--- config.mk ---
export PLATFORM = sky130hd
export DESIGN_NAME = led_strip_serializer
export DESIGN_NICKNAME = d
export VERILOG_FILES = /design/src/rtl/led_pkg.sv /design/src/rtl/led_bit_timer.sv /design/src/rtl/led_strip_serializer.sv
export SDC_FILE = /design/constraint.sdc
export NUM_CORES = 1
export LEC_CHECK = 0
export CORE_ASPECT_RATIO = 0.9
export CORE_MARGIN = 1.5
export CORE_UTILIZATION = 40
export CTS_CLUSTER_SIZE = 40
export DETAILED_ROUTE_END_ITERATION = 8
export DONT_BUFFER_PORTS = 1
export GPL_TIMING_DRIVEN = 0
export SLEW_MARGIN = 20
export SYNTH_ARGS = -nofsm -noshare
export SYNTH_HDL_FRONTEND = slang
export SYNTH_HIERARCHICAL = 1
export SYNTH_SLANG_ARGS = --single-unit
--- constraint.sdc ---
create_clock -name clk -period 5 [get_ports clk]
set_clock_uncertainty 0.05 [all_clocks]
set_input_delay 1 -clock clk [delete_from_list [all_inputs] [get_ports clk]]
set_output_delay 1 -clock clk [all_outputs]
set_load 0.01 [all_outputs]
--- src/rtl/led_pkg.sv ---
// Shared types and helpers for the APA102/SK9822 LED strip serializer.
package led_pkg;

  typedef enum logic [2:0] {IDLE, SOF, LED, EOF, WAIT} led_ser_state_t;

  localparam int SOF_BITS = 32;

  // The end frame needs half a clock edge per LED to flush the daisy chain, never less than one word.
  function automatic int end_bits(input int led_num);
    int b;
    b = 8 * ((led_num + 15) / 16);
    return (b < 32) ? 32 : b;
  endfunction

  function automatic logic [7:0] expand_color(input logic [7:0] c, input int w);
    logic [7:0] r;
    r = '0;
    for (int i = 0; i < 8; i++) begin
      r[7-i] = c[w-1-(i%w)];
    end
    return r;
  endfunction

endpackage

--- src/rtl/led_bit_timer.sv ---
// Divides clk into LED-clock periods; the counter freezes while the serializer stalls.
module led_bit_timer #(
  parameter int DIV_CNT = 5
) (
  input  logic                       clk,
  input  logic                       rst,
  input  logic                       run_i,
  input  logic                       stall_i,
  output logic [$clog2(DIV_CNT)-1:0] div_cnt_o,
  output logic                       cko_o,
  output logic                       bit_strobe_o
);

  localparam int DW = $clog2(DIV_CNT);

  logic [DW-1:0] div_q, div_d;

  always_comb begin
    div_d = div_q;
    if (!run_i) begin
      div_d = '0;
    end else if (!stall_i) begin
      div_d = (div_q == DW'(DIV_CNT - 1)) ? '0 : div_q + 1'b1;
    end
  end

  always_ff @(posedge clk) begin
    if (rst) begin
      div_q <= '0;
    end else begin
      div_q <= div_d;
    end
  end

  assign div_cnt_o    = div_q;
  assign cko_o        = run_i && (div_q >= DW'(DIV_CNT / 2));
  assign bit_strobe_o = run_i && !stall_i && (div_q == DW'(DIV_CNT - 1));

endmodule

--- src/rtl/led_strip_serializer.sv ---
// APA102/SK9822 frame serializer: SOF zeros, one 32-bit word per pixel, EOF ones, then idle gap.
module led_strip_serializer
  import led_pkg::*;
#(
  parameter int LED_NUM     = 35,
  parameter int COLOR_W     = 4,
  parameter int DIV_CNT     = 5,
  parameter int WAIT_CNT    = 5,
  parameter int COLOR_ORDER = 0
) (
  input  logic                   clk,
  input  logic                   rst,
  input  logic                   start,
  input  logic [4:0]             brightness,
  input  logic                   pix_valid,
  input  logic [3*COLOR_W-1:0]   pix_data,
  output logic                   pix_ready,
  output logic                   busy,
  output logic                   done,
  output logic                   underrun,
  output logic                   cko,
  output logic                   sdo
);

  localparam int END_BITS = end_bits(LED_NUM);
  localparam int LW = $clog2(LED_NUM + 1);
  localparam int EW = $clog2(END_BITS + 1);
  localparam int WW = $clog2(WAIT_CNT + 1);
  localparam int DW = $clog2(DIV_CNT);

  led_ser_state_t state_q, state_d;
  logic [4:0]     bit_q, bit_d;
  logic [LW-1:0]  led_q, led_d;
  logic [EW-1:0]  eof_q, eof_d;
  logic [WW-1:0]  wait_q, wait_d;
  logic [31:0]    shift_q, shift_d;
  logic [4:0]     bright_q, bright_d;
  logic           sdo_q;

  logic          run, boundary, stall, fire, bit_strobe;
  logic [DW-1:0] div_cnt;
  logic [7:0]    red, green, blue;
  logic [31:0]   pix_word;

  assign run      = (state_q == SOF) || (state_q == LED) || (state_q == EOF);
  assign boundary = (state_q == LED) && (div_cnt == '0) && (bit_q == '0);
  assign stall    = boundary && !pix_valid;
  assign fire     = boundary && pix_valid;

  led_bit_timer #(.DIV_CNT(DIV_CNT)) u_timer (
    .clk          (clk),
    .rst          (rst),
    .run_i        (run),
    .stall_i      (stall),
    .div_cnt_o    (div_cnt),
    .cko_o        (cko),
    .bit_strobe_o (bit_strobe)
  );

  assign red      = expand_color(8'(pix_data[3*COLOR_W-1:2*COLOR_W]), COLOR_W);
  assign green    = expand_color(8'(pix_data[2*COLOR_W-1:COLOR_W]), COLOR_W);
  assign blue     = expand_color(8'(pix_data[COLOR_W-1:0]), COLOR_W);
  assign pix_word = (COLOR_ORDER == 1) ? {3'b111, bright_q, red, green, blue}
                                       : {3'b111, bright_q, blue, green, red};

  always_comb begin
    state_d  = state_q;
    bit_d    = bit_q;
    led_d    = led_q;
    eof_d    = eof_q;
    wait_d   = wait_q;
    shift_d  = shift_q;
    bright_d = bright_q;
    done     = 1'b0;
    case (state_q)
      IDLE: begin
        if (start) begin
          state_d  = SOF;
          bright_d = brightness;
          bit_d    = '0;
        end
      end
      SOF: begin
        if (bit_strobe) begin
          if (bit_q == 5'(SOF_BITS - 1)) begin
            state_d = LED;
            bit_d   = '0;
            led_d   = '0;
          end else begin
            bit_d = bit_q + 1'b1;
          end
        end
      end
      LED: begin
        if (fire) begin
          shift_d = pix_word;
        end
        if (bit_strobe) begin
          shift_d = {shift_q[30:0], 1'b0};
          if (bit_q == 5'd31) begin
            bit_d = '0;
            if (led_q == LW'(LED_NUM - 1)) begin
              state_d = EOF;
              eof_d   = '0;
            end else begin
              led_d = led_q + 1'b1;
            end
          end else begin
            bit_d = bit_q + 1'b1;
          end
        end
      end
      EOF: begin
        if (bit_strobe) begin
          if (eof_q == EW'(END_BITS - 1)) begin
            state_d = WAIT;
            wait_d  = '0;
          end else begin
            eof_d = eof_q + 1'b1;
          end
        end
      end
      WAIT: begin
        if (wait_q == WW'(WAIT_CNT - 1)) begin
          state_d = IDLE;
          done    = 1'b1;
        end else begin
          wait_d = wait_q + 1'b1;
        end
      end
      default: state_d = IDLE;
    endcase
  end

  // While waiting for a pixel the line keeps the previous bit; the word's leading 1 goes out with the handshake.
  always_comb begin
    sdo = 1'b0;
    case (state_q)
      LED:     sdo = boundary ? (pix_valid ? 1'b1 : sdo_q) : shift_q[31];
      EOF:     sdo = 1'b1;
      default: sdo = 1'b0;
    endcase
  end

  assign busy      = (state_q != IDLE);
  assign pix_ready = boundary;
  assign underrun  = stall;

  always_ff @(posedge clk) begin
    if (rst) begin
      state_q  <= IDLE;
      bit_q    <= '0;
      led_q    <= '0;
      eof_q    <= '0;
      wait_q   <= '0;
      shift_q  <= '0;
      bright_q <= '0;
      sdo_q    <= 1'b0;
    end else begin
      state_q  <= state_d;
      bit_q    <= bit_d;
      led_q    <= led_d;
      eof_q    <= eof_d;
      wait_q   <= wait_d;
      shift_q  <= shift_d;
      bright_q <= bright_d;
      sdo_q    <= sdo;
    end
  end

endmodule

Word level (Yosys, flattened, before mapping)
Cells that the tools add are included.
{"block": "word_totals", "ram_bits": 0, "output_inout_bits": 6, "word_cells": 105, "in_bits": 21, "romBits": 0, "memories": 0, "latchBits": 0, "register_bits": 64}
{"block": "op_classes", "n_mux": 38, "mul": 0, "div_mod_pow": 0, "eq_ne": 22, "magnitude_cmp": 1, "n_bitwise": 1, "shifts": 0, "reduce_logical": 29, "addsub": 5}
{"op": "32-bit two-way mux", "count": 2}
{"op": "6-bit two-way mux", "count": 10}
{"op": "3-bit two-way mux", "count": 13}
{"op": "6-bit one-hot mux with 2 select lines", "count": 2}
{"op": "2-bit inequality test, second input constant", "count": 8}
{"op": "5-bit two-way mux", "count": 3}
{"op": "3-bit one-hot mux with 5 select lines", "count": 1}
{"op": "6-bit by 1-bit adder with 6-bit output, second input constant", "count": 2}
{"op": "6-bit AND reduction", "count": 2}
{"op": "2-bit by 1-bit inequality test with 1-bit output, second input constant", "count": 5}
{"op": "5-bit one-hot mux with 2 select lines", "count": 1}
{"op": "2-bit nonzero test", "count": 5}
{"op": "3-bit equality test, second input constant", "count": 3}
{"op": "9-bit AND reduction", "count": 1}
{"op": "1-bit logical AND", "count": 7}
{"op": "3-bit by 1-bit adder with 3-bit output, second input constant", "count": 2}
{"op": "3-bit by 2-bit equality test with 1-bit output, second input constant", "count": 2}
{"op": "6-bit by 5-bit equality test with 1-bit output, second input constant", "count": 1}
{"op": "6-bit equality test, second input constant", "count": 1}
{"op": "3-bit zero test", "count": 2}
{"op": "3-bit one-hot mux with 2 select lines", "count": 1}
{"op": "5-bit by 1-bit adder with 5-bit output, second input constant", "count": 1}
{"op": "5-bit equality test, second input constant", "count": 1}
{"op": "5-bit zero test", "count": 1}
{"op": "other kinds (12)", "count": 19}

Logic depth before layout (Yosys ltp)
Gate-level depths: netlist of run 1.
{"block": "depth", "word_depth": 9, "depth_mapped": 12, "mapped_depth_nobuf": 10}

By module
The synthesis of run 1 kept the hierarchy.
{"mod": "led_strip_serializer", "seq_area_each_um2": 1221.2, "area_per_inst_um2": 3121.7, "instances": 1, "cells_per_inst": 348}
{"mod": "led_bit_timer", "seq_area_each_um2": 60.1, "area_per_inst_um2": 207.7, "instances": 1, "cells_per_inst": 20}

Least setup slack after synthesis of run 1
No wires, ideal clock.
{"block": "synth_path", "kind": "input port to flip-flop", "startpoint": "input pix_valid", "endpoint": "register shift_q[30]", "setup_ns": 0.119, "setup_slack_ns": 1.807, "t_arrival_ns": 3.025, "path_buffers": 3, "t_required_ns": 4.831, "stages": 8, "path_cell_list": "nor3_1 and4b_2 buf_2 a31o_2 and2_1 clkbuf_1 buf_2 o221a_2"}
{"block": "synth_via", "elab_chain_len": 7, "word_cells_on_any_way": 9, "cone_classes": "mux: 1; reduce/logical: 8"}
{"element": "start: declaration", "line": "led_strip_serializer.sv:15", "text": "input logic pix_valid,"}
{"element": "1-bit zero test *", "line": "led_strip_serializer.sv:47", "text": "assign stall = boundary && !pix_valid;"}
{"element": "1-bit logical AND *", "line": "led_strip_serializer.sv:47"}
{"element": "1-bit zero test *"}
{"element": "1-bit logical AND * (2 in series)", "line": "led_bit_timer.sv:37", "text": "assign bit_strobe_o = run_i && !stall_i && (div_q == DW'(DIV_CNT - 1));"}
{"element": "via bit_strobe", "line": "led_strip_serializer.sv:40", "text": "logic run, boundary, stall, fire, bit_strobe;"}
{"element": "2-bit nonzero test (no line)"}
{"element": "2-bit AND reduction (no line)"}
{"element": "end signal: assignment", "line": "led_strip_serializer.sv:165", "text": "shift_q <= shift_d;"}
{"element": "end: declaration", "line": "led_strip_serializer.sv:36", "text": "logic [31:0] shift_q, shift_d;"}
The timed path passes the listed nets; every way through them passes the cells marked *.
A chain may end at the register's enable or synchronous reset.

Worst setup path after layout of run 1
{"block": "layout_path", "startpoint": "register bit_q[0]", "endpoint": "register shift_q[30]"}
{"block": "layout_via", "elab_chain_len": 8, "word_cells_on_any_way": 10, "cone_classes": "mux: 1; reduce/logical: 9"}
{"element": "start: declaration", "line": "led_strip_serializer.sv:32", "text": "logic [4:0] bit_q, bit_d;"}
{"element": "start signal: assignment", "line": "led_strip_serializer.sv:161", "text": "bit_q <= bit_d;"}
{"element": "5-bit zero test *", "line": "led_strip_serializer.sv:46", "text": "assign boundary = (state_q == LED) && (div_cnt == '0) && (bit_q == '0);"}
{"element": "1-bit logical AND *", "line": "led_strip_serializer.sv:46"}
{"element": "1-bit logical AND *", "line": "led_strip_serializer.sv:47"}
{"element": "via underrun", "line": "led_strip_serializer.sv:20", "text": "output logic underrun,"}
{"element": "1-bit zero test *"}
{"element": "1-bit logical AND * (2 in series)", "line": "led_bit_timer.sv:37"}
{"element": "via bit_strobe", "line": "led_strip_serializer.sv:40"}
{"element": "2-bit nonzero test (no line)"}
{"element": "2-bit AND reduction (no line)"}
Marked as above.

==> results.toml, run 1 <==
[hold_path]
hp-class = "reg -> reg"

[finish]
fin_area_um2 = 3622
multi_input_area_um2 = 1893
drive_above_1_share_pct = 11.98
n_fill_cell = 802
area_growth_pct = 8.794
antennaDiodeCount = 0
nets = 411
seq_area_um2 = 1281

[place]
gp_congestion = 0.8133
place_area_um2 = 3453
dpl.hpwl_um = 5426
io_buffers = 0

[synth]
synth_edf_count = 0
avgSynthCellArea_um2 = 9.047
ys.flop_type = "dfxtp_1"
async_reset_ff_share_pct = 0
ys_types = 59
synth_area_um2 = 3329
synth_top_cells_by_area = "dfxtp_1, mux2i_1, a211oi_1"
syn_nets = 400
syn-instance-count = 368
synth_area_leader_cell = "dfxtp_1"
seq_area_frac_synth_pct = 38.48
synth-seq-cells = 64
synth_top_area_share_pct = 38.48
yosysWarnings = 6

[drt]
first_iter_violations = 130
route.detailed.drc = 0
drt-vias-per-instance = 5.735
routed_wl_um = 7855
drt-pass1-iter-count = 7
routedWlPerCell_um = 16.26
vias = 2770
ant_nets = 0

[floorplan]
die_x_um = 99.17
fp.dieArea_um2 = 8881
die_y_um = 89.55
start_util_pct = 41.27
row_count = 31
io_pins = 27
core-area_um2 = 8068

[clock_tree]
cts_resized = 0
post_cts_buffers = 0
cts.sinks = 64
cts.path.max_buffers = 2
insertion_delay_ns = 0.35
htreeDepth = 3
ctsHoldBuffers = 0
cts_buffers = 9
root_buffer = "clkbuf_8"
clk_pin_slew_worst_paths_ns = 0.07
cts_tree = "built"

[grt]
grt_pass1_vias = 2466
grt_max_degree = 12
grt_pass1_wl_um = 12500
antenna_found_initial = 0
globalRouteOverflowTotal = 0
grtUsageTotal_pct = 18.22

[power]
ir_worst_vdd_v = 0.0002423
leakage_nw = 1.214
power_density_nw_per_um2 = 420.9

[setup_path]
startpoint_type = "register"
worst_ep_required_time_ns = 5.19
worstPathMaxFanout = 10
end_kind = "register"
critical_path_class = "reg -> reg"
arrival_ns = 3.60

[sta]
fmax_mhz = 292.8
max-slew-margin-rel_pct = 49.59
finalMaxSlewViolations = 0
post-route-period-util_pct = 68.31
hold_viol = 0
fin_setup_tns_ns = 0
hold_ws_ns = 0.4205
tightest_slew_ns = 0.7562
final-setup-viol-count = 0
rsz0062_at_grt = "false"
finalCriticalPeriod_ns = 3.415

[run_status]
outcome = "finished clean"

[flow_run]
maxCapViolCount = 0
-- state kept, by name (all words and copies together), names as in the netlist --
| register | cells |
|---|---|
| sdo_q | 1 |
| led_q | 6 |
| wait_q | 3 |
| eof_q | 6 |
| state_q | 3 |
| shift_q | 32 |
| bright_q | 5 |
| bit_q | 5 |
| u_timer/div_cnt_o | 3 |
-- metrics by stage --
step	power (mW)	cells	util, %	setup slack (ns)
global route	1.613	483	44.90	1.262
finish	1.525	483	44.90	1.585
CTS	1.530	483	44.84	1.228
floorplan	1.025	368	-	1.807
global placement	1.129	467	42.80	1.261
detailed placement	1.140	467	42.80	1.247
-- cell usage after synthesis, types with 3 or more instances --
cell and count:
a211oi_1 31, a21oi_1 42, and2_1 3, and3_1 3, buf_2 8, clkbuf_1 17
dfxtp_1 64, ha_1 11, inv_1 12, mux2i_1 39, nand2_1 20, nand2b_1 7
nand3_1 14, nand3b_1 3, nor2_1 16, nor3_1 7, o21ai_0 7, o221a_2 3
o32ai_1 3, or3_1 4, or4b_2 4
-- kinds of logic after synthesis --
family                     synth area share, %
and+or+nand+nor                          17.74
adders and majority gates                4.134
DFF                                      38.48
muxes                                    12.40
buffers and inverters                    4.810
AOI/OAI and AO/OA                        21.68
xor gates and xnor gates                0.7518
-- layout make-up --
| cell class | count | area share, % |
|---|---|---|
| Buffer | 27 | 3.178 |
| Clock buffer | 10 | 3.523 |
| Clock inverter | 6 | 1.002 |
| Inverter | 12 | 1.244 |
| Multi-Input combinational cell | 265 | 52.26 |
| Sequential cell | 64 | 35.37 |
| Tap cell | 99 | 3.420 |
-- per-layer routing --
metal	vias to the layer above	part of all wire [%]	track usage [%]
met4	0	1.1	5.506
met5	-	0	0
met3	9	4.5	5.551
li1	1396	-	-
met2	60	44	29.72
met1	1305	50	23.53
-- layout by cell type, fill, tap and decap left out, types with 6 or more instances in the layout --
master,n
nor3_1,6
buf_2,8
nor2_1,16
nand2_1,20
clkbuf_8,9
o21ai_0,7
a211oi_1,31
dfxtp_1,64
clkbuf_1,18
mux2i_1,39
nand2b_1,7
a21oi_1,42
inv_1,12
ha_1,11
nand3_1,14
-- worst max-delay path, cell delays in order, from the launching register on --
cell and delay [ns]:
dfxtp_1 0.35, inv_1 0.07, ha_1 0.13, nor4b_1 0.38, nand2_1 0.21, nor3_2 0.58, and4b_2 0.31, buf_2 0.19
a31o_2 0.26, and2_1 0.15, clkbuf_1 0.13, buf_2 0.20, o221a_2 0.27
-- report_power, final --
part	internal, mW	switching (mW)
combinational	0.192	0.316
sequential	0.584	0.0437
clock	0.177	0.211
total	0.954	0.571
-- path summary, 6_finish.rpt --
kind	slack (ns)	to	start	cells after the start
max reg2reg	1.58	shift_q[30]	bit_q[0]	12
min reg2reg	0.42	shift_q[0]	shift_q[0]	2
max	1.58	shift_q[30]	bit_q[0]	12
min	0.42	shift_q[0]	shift_q[0]	2
(Power assumes the default switching activity.)
==> inputs of run 2 (changes only) <==
==> constraint.sdc (replaced) <==
create_clock -name clk -period 2.9 [get_ports clk]
set_clock_uncertainty 0.05 [all_clocks]
set_input_delay 0.58 -clock clk [delete_from_list [all_inputs] [get_ports clk]]
set_output_delay 0.58 -clock clk [all_outputs]
set_load 0.01 [all_outputs]
==> results.toml, run 2 (same netlist as run 1, synthesis figures left out) <==
[power]
pwr-share-clk_pct = 26.5
intPower_mw = 1.748
p_comb_share_pct = 34.0
power_switching_mw = 1.011
seqPwrFrac_pct = 39.5
ir_worst_vdd_v = 0.0002405
leakage_nw = 1.263
power_density_nw_per_um2 = 743.3
finalPower_mw = 2.759
p_sw_share_pct = 36.64

[flow_run]
maxCapViolCount = 0

[grt]
globalRouteOverflowTotal = 0
antenna_found_initial = 0
grt_pass1_vias = 2447
grtUsageTotal_pct = 17.93
grt_max_degree = 13
grt_pass1_wl_um = 12320

[floorplan]
die_x_um = 99.17
io_pins = 27
fp.dieArea_um2 = 8881
start_util_pct = 41.27
row_count = 31
die_y_um = 89.55
core-area_um2 = 8068

[sta]
post-route-period-util_pct = 94.96
hold_viol = 0
max-slew-margin-rel_pct = 50.77
rsz0062_at_grt = "false"
final-setup-viol-count = 0
fmax_mhz = 363.1
finalCriticalPeriod_ns = 2.754
finalMaxSlewViolations = 0
tightest_slew_ns = 0.7384
fin_setup_tns_ns = 0

[finish]
top_register = "shift_q"
nets = 412
area_growth_pct = 11.50
largest_reg_flops = 32
drive_above_1_share_pct = 15.06
top_regs = "shift_q x32, eof_q x6, led_q x6"
final_common_cell = "dfxtp_1"
antennaDiodeCount = 0
final_cell_mix = "dfxtp_1, a21oi_1, mux2i_1"

[drt]
first_iter_violations = 124
vias = 2715
drt-pass1-iter-count = 4
routedWlPerCell_um = 16.02
routed_wl_um = 7753
route.detailed.drc = 0
ant_nets = 0
drt-vias-per-instance = 5.610

[setup_path]
path_cells = "inv_1, ha_1, nor4b_4, nand2_2, nor3_4, and4b_4, a31o_2, and2_1, clkbuf_1, buf_4, o221a_2"
end_kind = "register"
cp_top_family = "simple AND/OR/NAND/NOR gates"
critical_path_class = "reg -> reg"
worstPathMaxFanout = 10
worst_ep_required_time_ns = 3.09
startpoint_type = "register"
cp_slowest_cell = "nor3_4"
path_buf_inv = 3
cpPeakStageDelay_ns = 0.39
arrival_ns = 2.95

[clock_tree]
root_buffer = "clkbuf_8"
clk_pin_slew_worst_paths_ns = 0.08
htreeDepth = 3
insertion_delay_ns = 0.35
cts_buffers = 9
cts_tree = "built"
ctsHoldBuffers = 0
cts.path.max_buffers = 2
cts.sinks = 64

[place]
io_buffers = 0
gp_congestion = 0.8220
dpl.hpwl_um = 5458

[run_status]
outcome = "finished clean"

[hold_path]
hp-class = "in -> reg"
run 2: cell count changes in the layout (fill, tap and decap cells not counted), moves of 2 or more:
cell      delta
clkbuf_8     +2
clkbuf_2     +2
clkbuf_1     -4
buf_2        -4
inv_6        +2
clkinv_2     -3
buf_4        +5
nand2b_1     -2
run 2: worst register-to-register path, stage by stage, from the launching register on:
cell and delay (ns):
dfxtp_1 0.35, inv_1 0.07, ha_1 0.14, nor4b_4 0.23, nand2_2 0.12, nor3_4 0.39
and4b_4 0.30, a31o_2 0.25, and2_1 0.16, clkbuf_1 0.13, buf_4 0.19, o221a_2 0.27
run 2: through the flow:
| step | hold slack (ns) | util, % | cells | area [um2] | worst slack, ns |
|---|---|---|---|---|---|
| 2_1_floorplan | 0.3856 | - | 368 | 3334 | 0.01152 |
| 3_3_place_gp | 0.4243 | 42.87 | 467 | 3458 | -0.4446 |
| 3_5_place_dp | 0.4256 | 42.87 | 467 | 3458 | -0.4499 |
| 4_1_cts | 0.3130 | 45.74 | 482 | 3690 | 0.02319 |
| 5_1_grt | 0.3341 | 46.01 | 484 | 3712 | 0.009409 |
| 6_report | 0.3262 | 46.01 | 484 | 3712 | 0.1462 |
run 2: final timing paths:
path | startpoint | end | slack, ns | depth (start not counted)
max reg2reg | bit_q[0] | shift_q[30] | 0.15 | 11
min | brightness[1] | bright_q[1] | 0.33 | 2
max | bit_q[0] | shift_q[30] | 0.15 | 11
min reg2reg | eof_q[5] | eof_q[5] | 0.43 | 2
run 2: layout make-up:
| class | instances | area [um2] |
|---|---|---|
| Buffer | 25 | 116.4 |
| Multi-Input combinational cell | 265 | 1932 |
| Sequential cell | 64 | 1282 |
| Timing Repair Buffer | 3 | 22.52 |
| Clock buffer | 11 | 151.4 |
| Inverter | 12 | 45.04 |
| Clock inverter | 5 | 38.79 |
| Fill cell | 777 | 4355 |
| Tap cell | 99 | 123.9 |
run 2: repair_timing:
item,in CTS,in global routing
hold endpoints to repair,0,0
gates resized for setup,12,5
pin swaps,1,1
setup endpoints to repair,50,11
buffers inserted,1,2
run 2: power groups by stage:
stage	combinational [mW]	clock, mW	sequential [mW]
2_1_floorplan	0.688	0	1.08
3_3_place_gp	0.851	0	1.10
3_5_place_dp	0.866	0	1.10
4_1_cts	0.930	0.762	1.09
5_1_grt	1.03	0.800	1.10
6_report	0.939	0.731	1.09
run 2: layer usage:
| metal | wire length (um) | GRT usage (%) | vias up |
|---|---|---|---|
| met5 | 0 | 0 | - |
| met4 | 122 | 6.658 | 0 |
| met3 | 300 | 5.395 | 10 |
| met2 | 3292 | 25.52 | 35 |
| met1 | 4038 | 25.57 | 1276 |
| li1 | - | - | 1394 |
